[config.mk]
export PLATFORM = sky130hd
export DESIGN_NAME = irq_controller
export DESIGN_NICKNAME = d
export VERILOG_FILES = /design/src/rtl/irq_controller.sv
export SDC_FILE = /design/constraint.sdc
export NUM_CORES = 1
export LEC_CHECK = 0
export ABC_AREA = 1
export CORE_MARGIN = 2
export CORE_UTILIZATION = 49
export DETAILED_ROUTE_END_ITERATION = 8
export HOLD_SLACK_MARGIN = 0.02
export PLACE_DENSITY = 0.84
export RECOVER_POWER = 25
export SKIP_CTS_REPAIR_TIMING = 1
export SKIP_LAST_GASP = 1
export SLEW_MARGIN = 20
export SYNTH_ARGS = -nofsm -noshare
export SYNTH_HDL_FRONTEND = slang
export SYNTH_SLANG_ARGS = --single-unit
[constraint.sdc]
create_clock -name clk_i -period 3.32 [get_ports clk_i]
set_input_delay 0.664 -clock clk_i [delete_from_list [all_inputs] [get_ports clk_i]]
set_output_delay 0.664 -clock clk_i [all_outputs]
set_load 0.01 [all_outputs]
[src/rtl/irq_controller.sv]
// rtl/irq_controller.sv - interrupt controller with sync, level/edge mode, mask, W1C pending and status
module irq_controller #(
    parameter int NUM_SOURCES = 8,
    parameter int SYNC_STAGES = 2,
    parameter int ID_BITS     = 5
) (
    input  logic                   clk_i,
    input  logic                   reset_i,
    input  logic [NUM_SOURCES-1:0] src_i,
    output logic [NUM_SOURCES-1:0] cpu_irq_o,
    input  logic [NUM_SOURCES-1:0] cpu_ack_i,
    input  logic                   req_i,
    input  logic                   nwr_i,
    input  logic [1:0]             address_i,
    input  logic [31:0]            data_in_i,
    output logic [31:0]            data_out_o,
    output logic                   ready_o
);

    localparam int N = NUM_SOURCES;

    localparam logic [1:0] REG_ENABLE  = 2'd0;
    localparam logic [1:0] REG_MODE    = 2'd1;
    localparam logic [1:0] REG_PENDING = 2'd2;
    localparam logic [1:0] REG_STATUS  = 2'd3;

    logic [N-1:0]       s;
    logic [N-1:0]       prev_q;
    logic [N-1:0]       edge_pending_q, edge_pending_d;
    logic [N-1:0]       enable_q, enable_d;
    logic [N-1:0]       mode_q, mode_d;
    logic [N-1:0]       cpu_irq_q, cpu_irq_d;
    logic [31:0]        data_out_q, data_out_d;
    logic               ready_q;
    logic               req_q;

    logic               execute, wr_en, rd_en;
    logic [N-1:0]       wdata, rise, pending, masked, clr, mode_fall;
    logic [ID_BITS-1:0] irq_id;
    logic [31:0]        status, rdata;
    logic               unused_data;

    assign unused_data = ^data_in_i;

    generate
        if (SYNC_STAGES == 0) begin : g_nosync
            assign s = src_i;
        end else begin : g_sync
            logic [N-1:0] sync_q [SYNC_STAGES];
            always_ff @(posedge clk_i or posedge reset_i) begin
                if (reset_i) begin
                    for (int k = 0; k < SYNC_STAGES; k++) sync_q[k] <= '0;
                end else begin
                    sync_q[0] <= src_i;
                    for (int k = 1; k < SYNC_STAGES; k++) sync_q[k] <= sync_q[k-1];
                end
            end
            assign s = sync_q[SYNC_STAGES-1];
        end
    endgenerate

    always_comb begin
        execute   = req_i & ~req_q;
        wr_en     = execute & ~nwr_i;
        rd_en     = execute & nwr_i;
        wdata     = data_in_i[N-1:0];
        rise      = s & ~prev_q;
        pending   = (mode_q & edge_pending_q) | (~mode_q & s);
        masked    = pending & enable_q;

        // Scan downwards so the lowest-numbered active source wins.
        irq_id = '0;
        for (int i = N - 1; i >= 0; i--) begin
            if (masked[i]) irq_id = ID_BITS'(i);
        end
        status              = '0;
        status[31]          = |masked;
        status[ID_BITS-1:0] = irq_id;

        enable_d  = enable_q;
        mode_d    = mode_q;
        clr       = cpu_ack_i;
        mode_fall = '0;
        if (wr_en) begin
            case (address_i)
                REG_ENABLE:  enable_d = wdata;
                REG_MODE: begin
                    mode_d    = wdata;
                    mode_fall = mode_q & ~wdata;
                end
                REG_PENDING: clr = clr | wdata;
                default: ;
            endcase
        end

        // A new edge beats ack/W1C; leaving edge mode always discards the latch.
        edge_pending_d = ((edge_pending_q & ~clr) | (mode_q & rise)) & ~mode_fall;

        rdata = '0;
        case (address_i)
            REG_ENABLE:  rdata[N-1:0] = enable_q;
            REG_MODE:    rdata[N-1:0] = mode_q;
            REG_PENDING: rdata[N-1:0] = pending;
            REG_STATUS:  rdata        = status;
            default: ;
        endcase

        data_out_d = rd_en ? rdata : data_out_q;
        cpu_irq_d  = masked;
    end

    always_ff @(posedge clk_i or posedge reset_i) begin
        if (reset_i) begin
            prev_q         <= '0;
            edge_pending_q <= '0;
            enable_q       <= '0;
            mode_q         <= '0;
            cpu_irq_q      <= '0;
            data_out_q     <= '0;
            ready_q        <= 1'b0;
            req_q          <= 1'b0;
        end else begin
            prev_q         <= s;
            edge_pending_q <= edge_pending_d;
            enable_q       <= enable_d;
            mode_q         <= mode_d;
            cpu_irq_q      <= cpu_irq_d;
            data_out_q     <= data_out_d;
            ready_q        <= req_i;
            req_q          <= req_i;
        end
    end

    assign cpu_irq_o  = cpu_irq_q;
    assign data_out_o = data_out_q;
    assign ready_o    = ready_q;

endmodule

# Word level (Yosys, flattened, before mapping)
# Index checks and enable logic that the tools add are counted.
[classes]
n_eq_ne = 3
muxes = 14
n_bitwise = 21
n_reduce_logical = 4
[ops]
columns = ["operator", "n"]
rows = [
  ["$and A8 B8 Y8", 8],
  ["$not A8 Y8", 5],
  ["$mux W5", 7],
  ["$mux W8", 4],
  ["$pmux W8 S4", 1],
  ["$mux W24", 1],
  ["$or A8 B8 Y8", 3],
  ["$reduce_or A8 Y1", 1],
  ["$eq A2 B2 Y1 const B", 2],
  ["$reduce_and A2 Y1", 2],
  ["$and A1 B1 Y1", 3],
  ["$mux W3", 1],
  ["$eq A2 B1 Y1 const B", 1],
  ["$logic_not A2 Y1", 1],
  ["$not A1 Y1", 2],
]
[word_totals]
register_bits = 89
input_bits = 54
out_inout_bits = 41
elab_cells = 51

# Longest topological paths before layout
# Gate-level depths: netlist (run 1).
[logic_depth]
depth_word = 13
depth_mapped = 14
depth_no_buf = 14

# Least setup slack after synthesis (run 1)
# Ideal clock, no wire load.
[synth_path]
path_kind = "input -> register"
from = "in req_i"
to = "reg edge_pending_q[2]"
setup_time_ps = 126
t_arrival_ps = 1446
slack_ps = 1748
stages = 7
n_path_buf = 0
path_cell_list = "inv_1 nor3_4 inv_2 nor2_4 inv_2 nor2_1 a21oi_1"
[synth_between]
elab_chain_len = 7
[synth_rtl]
columns = ["item", "line", "text"]
rows = [
  ["from (decl)", "12", "input logic req_i,"],
  ["$and A1 B1 Y1 (*)", "63", "execute = req_i & ~req_q;"],
  ["$and A1 B1 Y1 (*)", "64", "wr_en = execute & ~nwr_i;"],
  ["$mux W8", "84", "if (wr_en) begin"],
  ["$not A8 Y8", "97", "edge_pending_d = ((edge_pending_q & ~clr) | (mode_q & rise)) & ~mode_fall;"],
  ["$and A8 B8 Y8", "97", ""],
  ["$or A8 B8 Y8", "97", ""],
  ["$and A8 B8 Y8 (*)", "97", ""],
  ["named net edge_pending_d[2]", "29", "logic [N-1:0] edge_pending_q, edge_pending_d;"],
  ["to (signal assigned)", "124", "edge_pending_q <= edge_pending_d;"],
  ["to (decl)", "29", ""],
]
# The timed path passes the listed nets; every way through them passes the cells marked *.
# A chain may end at the register's enable or synchronous reset.

# Worst setup path in the final report (run 1)
[layout_path]
from = "in req_i"
to = "reg edge_pending_q[4]"
# Same word-level chain as after synthesis.

==> results of run 1 <==
## cells in the final DEF (no fill, tap or decap), types with 4 or more instances in the layout
cell type / count
nand2_1: 74
dfrtp_1: 66
clkdlybuf4s50_1: 37
inv_1: 34
nor2_1: 24
conb_1: 23
clkbuf_8: 14
o21ai_0: 13
a21oi_1: 12
dlygate4sd3_1: 10
a31oi_1: 8
nand3_1: 6
a221oi_1: 5
a32oi_1: 5
a2bb2oi_1: 4
o21ai_1: 4
## through the flow
step	instance area [µm²]	util	hold WS [ns]	instances	total power, µW
CTS	3508	0.6332	0.3522	433	2055
finish	3508	0.6332	0.3502	433	2034
global route	3508	0.6332	0.3549	433	2149
detailed placement	3307	0.5969	0.3371	417	1398
floorplan	2909	-	0.3312	321	1230
global placement	3307	0.5969	0.3313	417	1375
## how the worst max path moves through the flow
stage / end / slack, ns
floorplan: cpu_irq_o[0]$_DFF_PP0_ / 1.00
global placement: edge_pending_q[4]$_DFF_PP0_ / 0.92
detailed placement: edge_pending_q[4]$_DFF_PP0_ / 0.85
CTS: edge_pending_q[4]$_DFF_PP0_ / 1.22
global route: edge_pending_q[2]$_DFF_PP0_ / 1.06
finish: edge_pending_q[4]$_DFF_PP0_ / 1.17
## sequential cells by signal, summed over array words and instances (netlist names)
name	count
data_out_o	9
s	8
cpu_irq_o	8
enable_q	8
req_q	1
mode_q	8
g_sync.sync_q	8
edge_pending_q	8
prev_q	8
## metal layers
metal	vias up	track usage	part of all wire
met1	982	0.2332	0.43
met3	12	0.05543	0.053
met4	0	0.1000	0.023
met5	-	0	0
met2	76	0.3192	0.49
li1	1038	-	-
## worst reg2reg max path, stage by stage, from the launching register on
cell	delay (ns)
dfrtp_1	0.42
nor3_4	0.18
buf_4	0.21
inv_2	0.07
nor2_4	0.27
inv_2	0.17
nor2_1	0.19
a21oi_1	0.09
## area by class of cell
cell class	instances	area [µm²]	share of cell area
clock buffers	15	196.4	0.05599
clock inverters	1	5.005	0.001427
inverters	37	138.9	0.03959
multi-input cells	191	913.4	0.2603
flip-flops and latches	66	1652	0.4708
well taps	72	90.09	0.02568
repair buffers	51	513.0	0.1462
## logic make-up (layout without fill, tap and decap cells)
family	after synthesis	after routing	share of synthesized area
multiplexers	1	1	0.003984
AO/OA/AOI/OAI	54	54	0.1204
buffers and inverters	64	104	0.1217
other	1	23	0.001327
flip-flops	66	66	0.5843
AND/OR/NAND/NOR	113	113	0.1682
## power groups by stage
stage / clock [µW] / combinational (µW) / sequential, µW
finish: 653 / 389 / 992
detailed placement: 0 / 391 / 1010
global route: 707 / 437 / 1010
floorplan: 0 / 223 / 1010
CTS: 672 / 392 / 991
global placement: 0 / 378 / 998
==> metrics, run 1 <==
status=finished, final reports clean; syn avg cell area=around 9.5 µm²; Slew HR=0.1511; Synth top cells by count=74 x nand2_1, 66 x dfrtp_1, 34 x inv_1; largest area contributor in the netlist=dfrtp_1; Tcrit/Tclk final=0.6471; switch share=0.2782; RSZ-0062 raised after global routing=no; CP bufs+invs=5; maximum root-to-sink buffer count=2; asr flop ratio synth=1.000; Sink Count=66; antenna violations before repair=0; core footprint=5540 µm²; Worst Path Max Fanout=13; H-Tree Depth=3; slowest cell on the critical path=dlygate4sd3_1; Setup WS pre-CTS=0.8548 ns; share of the synthesized area in the top cell type=0.5843; fmax=0.4655 GHz; Synth-to-Final Area Change=24.13%; clock-pin slew on the worst setup and hold paths=around 0.06 ns; Top Family by Delay on Critical Path=buffers and inverters; P_leak=roughly 0.0017 µW; Pint=about 1500 µW; # diodes=0; CTS root buf=clkbuf_8; sequential share of power=0.488; Worst EP required=3.54 ns; worst-skew pair later-pin latency=0.34 ns; hold endpoint=s[0]$_DFF_PP0_; Final Max Slew Viols=0; Final Net Count=between 400 and 500; vias in the first global route=around 2100; grt ovf=0; Synth Warn #=0; post-layout min period=2.148 ns; Area contributors post-synth=dfrtp_1 58%, nand2_1 9.8%, buf_4 6.1%; reg2reg end=edge_pending_q[4]$_DFF_PP0_; Setup WS post-layout=1.172 ns; Worst-Margin Slew=1.272 ns; post-synth cell types=25; total track usage=0.1948; TNS Setup=0 ns; reg2reg start=req_q$_DFF_PP0_; prevailing post-synth register cell=dfrtp_1; WL/cell=12.67 µm; cell chain of the critical path=dlygate4sd3_1, inv_1, nor3_4, buf_4, inv_2, nor2_4, inv_2, nor2_1, a21oi_1; Routed WL=5486 µm; max cap viols=0; Fill cells=459; FF-to-FF path depth=7; Combinational Power Share=0.191; reg-to-reg setup timing slack=between 1.5 and 2 ns; Netlist Area Pre-Place=2826 µm²; min-delay src=g_sync.sync_q[8]$_DFF_PP0_; post-synthesis sequential area ratio=0.5843; critical path arrival=2.37 ns; cell count after synthesis=299; Worst path most repeated cell=inv_2; CTS tree=done; Die ar.=6392 µm²; Finish-stage setup viols=0; Die W=79.95 µm; Placer Congestion=0.8846; I/O pins=95; row count=27; CP Class=input pin to flop; Crit path depth=9; pin count of the biggest net entering global routing=35; CP startpoint=req_i; chip height=79.95 µm; vias per cell=a little under 5; CP Launch Type=input pin; 1st-pass router iterations=4; DRT iter0 DRCs=204; count leader, synth=nand2_1; PwrDens=slightly below 600 nW/µm²; clock skew=0.004456 ns; Detail Route Antenna Nets=0; NetSw=565.8 µW; Clk network pwr share=0.321; crit-path max cell delay=0.54 ns; first-pass GRT wire length=9273 µm; Detail Placement HPWL=4077 µm; Tightest Hold Check Type=flop to flop; count of flip-flops with a built-in enable after synthesis=0; worst vdd ir=~290 µV; CP endpoint kind=flop; port bufs=47; FF+latch count, synth=66; via count=2108; DRC=0; share of post-route cells with drive strength above 1=0.08310; effective utilization at floorplan=0.5102; Hold Vio Cnt, Final=0; Hold Crit Depth=0; cts bufs inserted=9
Note: power is estimated with default switching activity, not from simulation.
==> run 2, diff against run 1 <==
Settings changed: CORE_UTILIZATION 49 to 45, PLACE_DENSITY 0.84 to 0.78.
Clock period 3.32 ns to 2.13 ns, I/O delays scaled along.
==> run 2 against run 1 <==
  * Wire length grew 3.3%
  * Clock skew increased by 0.0025 ns
  * Largest cell class unchanged
  * Via count up 3.7%
  * Global-route usage fell by 2.0 points
==> metrics, run 2 (synthesis gave the netlist of run 1 again) <==
status=finished, final reports clean; Final Cell Area=3541 µm² (+0.93%); cts bufs inserted=9 (unchanged); Die ar.=6931 µm² (+8.4%); TNS Setup=0 ns (unchanged); port bufs=47 (unchanged); clock skew=0.006941 ns (+0.002484 ns); Final Net Count=418 (+2.0%); vias in the first global route=2051 (-0.82%); WL/cell=12.76 µm (+0.74%); Hold Vio Cnt, Final=0 (unchanged); DRT iter0 DRCs=187 (-8.3%); Finish-stage setup viols=0 (unchanged); cell chain of the critical path=clkdlybuf4s50_1; CTS root buf=clkbuf_8; Sink Count=66 (unchanged); P_leak=0.001771 µW (+1.2%); first-pass GRT wire length=9556 µm (+3.1%); Cells after DPL=428 (+2.6%); via count=2187 (+3.7%); CP Class=flop to output port; share of post-route cells with drive strength above 1=0.1003 (+0.01717); Worst EP required=1.70 ns (-1.84 ns); commonest non-fill, non-tap cells in the layout=74 x nand2_1, 66 x dfrtp_1, 37 x clkdlybuf4s50_1; max cap viols=0 (unchanged); Placement Cell Area=3371 µm² (+1.9%); CTS tree=done; fmax=about 0.58 GHz; Worst-Margin Slew=0.8960 ns (-0.3759 ns); I/O pins=95 (unchanged); worst-skew pair later-pin latency=0.33 ns (about the same); clock-pin slew on the worst setup and hold paths=0.06 ns (about the same); pin count of the biggest net entering global routing=67 (+91%); worst vdd ir=473.4 µV (+65%); antenna violations before repair=0 (unchanged); slowest cell on the critical path=clkdlybuf4s50_1; core footprint=5991 µm² (+8.1%); Power, Total=3112 µW (+53%); crit-path max cell delay=0.56 ns (+0.02 ns); post-layout min period=roughly 1.7 ns; RSZ-0062 raised after global routing=no; commonest non-fill, non-tap cell in the layout=nand2_1; Routed WL=5667 µm (+3.3%); # diodes=0 (unchanged); Top Family by Delay on Critical Path=buffers and inverters; Placer Congestion=0.8585 (-3.0%); chip height=83.25 µm (+4.1%); maximum root-to-sink buffer count=2 (unchanged); Detail Route Antenna Nets=0 (unchanged); H-Tree Depth=3 (unchanged); Setup WS post-layout=0.4094 ns (-0.7623 ns); Largest register FFs=9 (unchanged); Final Max Slew Viols=0 (unchanged); total track usage=0.1745 (-0.02035); Tightest Hold Check Type=flop to flop; CP endpoint kind=output port; Slew HR=0.4027 (+0.2515); Worst Path Max Fanout=3 (-10); Detail Placement HPWL=4095 µm (+0.43%); effective utilization at floorplan=0.4718 (-0.03836); Tcrit/Tclk final=0.8078; Setup WS pre-CTS=0.1644 ns (-0.6904 ns); critical path arrival=1.29 ns (-1.08 ns); Synth-to-Final Area Change=25.28%; Non-Filler Instances=444 (+2.5%); DRC=0 (unchanged); Die W=83.25 µm (+4.1%); Fill cells=512 (+12%); row count=28 (+3.7%); grt ovf=0 (unchanged); reg-to-reg setup timing slack=0.68 ns (-0.93 ns); 1st-pass router iterations=4 (unchanged); vias per cell=4.926 (+1.2%); CP Launch Type=flop; PwrDens=879.0 nW/µm² (+52%); CP bufs+invs=1 (-4)
## run 2: through the flow
| step | util | hold slack (ns) |
|---|---|---|
| 3_5_place_dp | 0.5627 | 0.3358 |
| 3_3_place_gp | 0.5627 | 0.3311 |
| 6_report | 0.5911 | 0.3499 |
| 5_1_grt | 0.5911 | 0.3563 |
| 2_1_floorplan | - | 0.3312 |
| 4_1_cts | 0.5932 | 0.3504 |
## run 2: worst paths after layout
path	start	endpoint	cells after the start
worst min register to register	g_sync.sync_q[12]$_DFF_PP0_	s[4]$_DFF_PP0_	0
max in group asynchronous	reset_i	req_q$_DFF_PP0_	3
min in group asynchronous	reset_i	g_sync.sync_q[13]$_DFF_PP0_	3
worst min-delay path	g_sync.sync_q[12]$_DFF_PP0_	s[4]$_DFF_PP0_	0
worst max-delay path	req_q$_DFF_PP0_	ready_o	1
worst max register to register	mode_q[0]$_DFFE_PP0P_	data_out_o[2]$_DFFE_PP0P_	6
## run 2: power by group
part | total, µW | internal, µW | switching (µW)
Clock | 954 | 515 | 438
Sequential | 1550 | 1420 | 122
Combinational | 614 | 290 | 324
## run 2: layout make-up
class / instances / area, µm² / area share
repair buffers: 59 / 560.5 / 0.1583
clock buffers: 14 / 172.7 / 0.04876
inverters: 37 / 138.9 / 0.03922
well taps: 75 / 93.84 / 0.02650
flip-flops and latches: 66 / 1652 / 0.4664
clock inverters: 2 / 10.01 / 0.002827
multi-input cells: 191 / 913.4 / 0.2580
## run 2: routing by layer
| layer | wire length (µm) | up-vias | GRT usage |
|---|---|---|---|
| met5 | 0 | - | 0 |
| met4 | 119 | 0 | 0.08942 |
| met3 | 319 | 12 | 0.04672 |
| met2 | 2768 | 83 | 0.2698 |
| met1 | 2459 | 1040 | 0.2257 |
| li1 | - | 1052 | - |
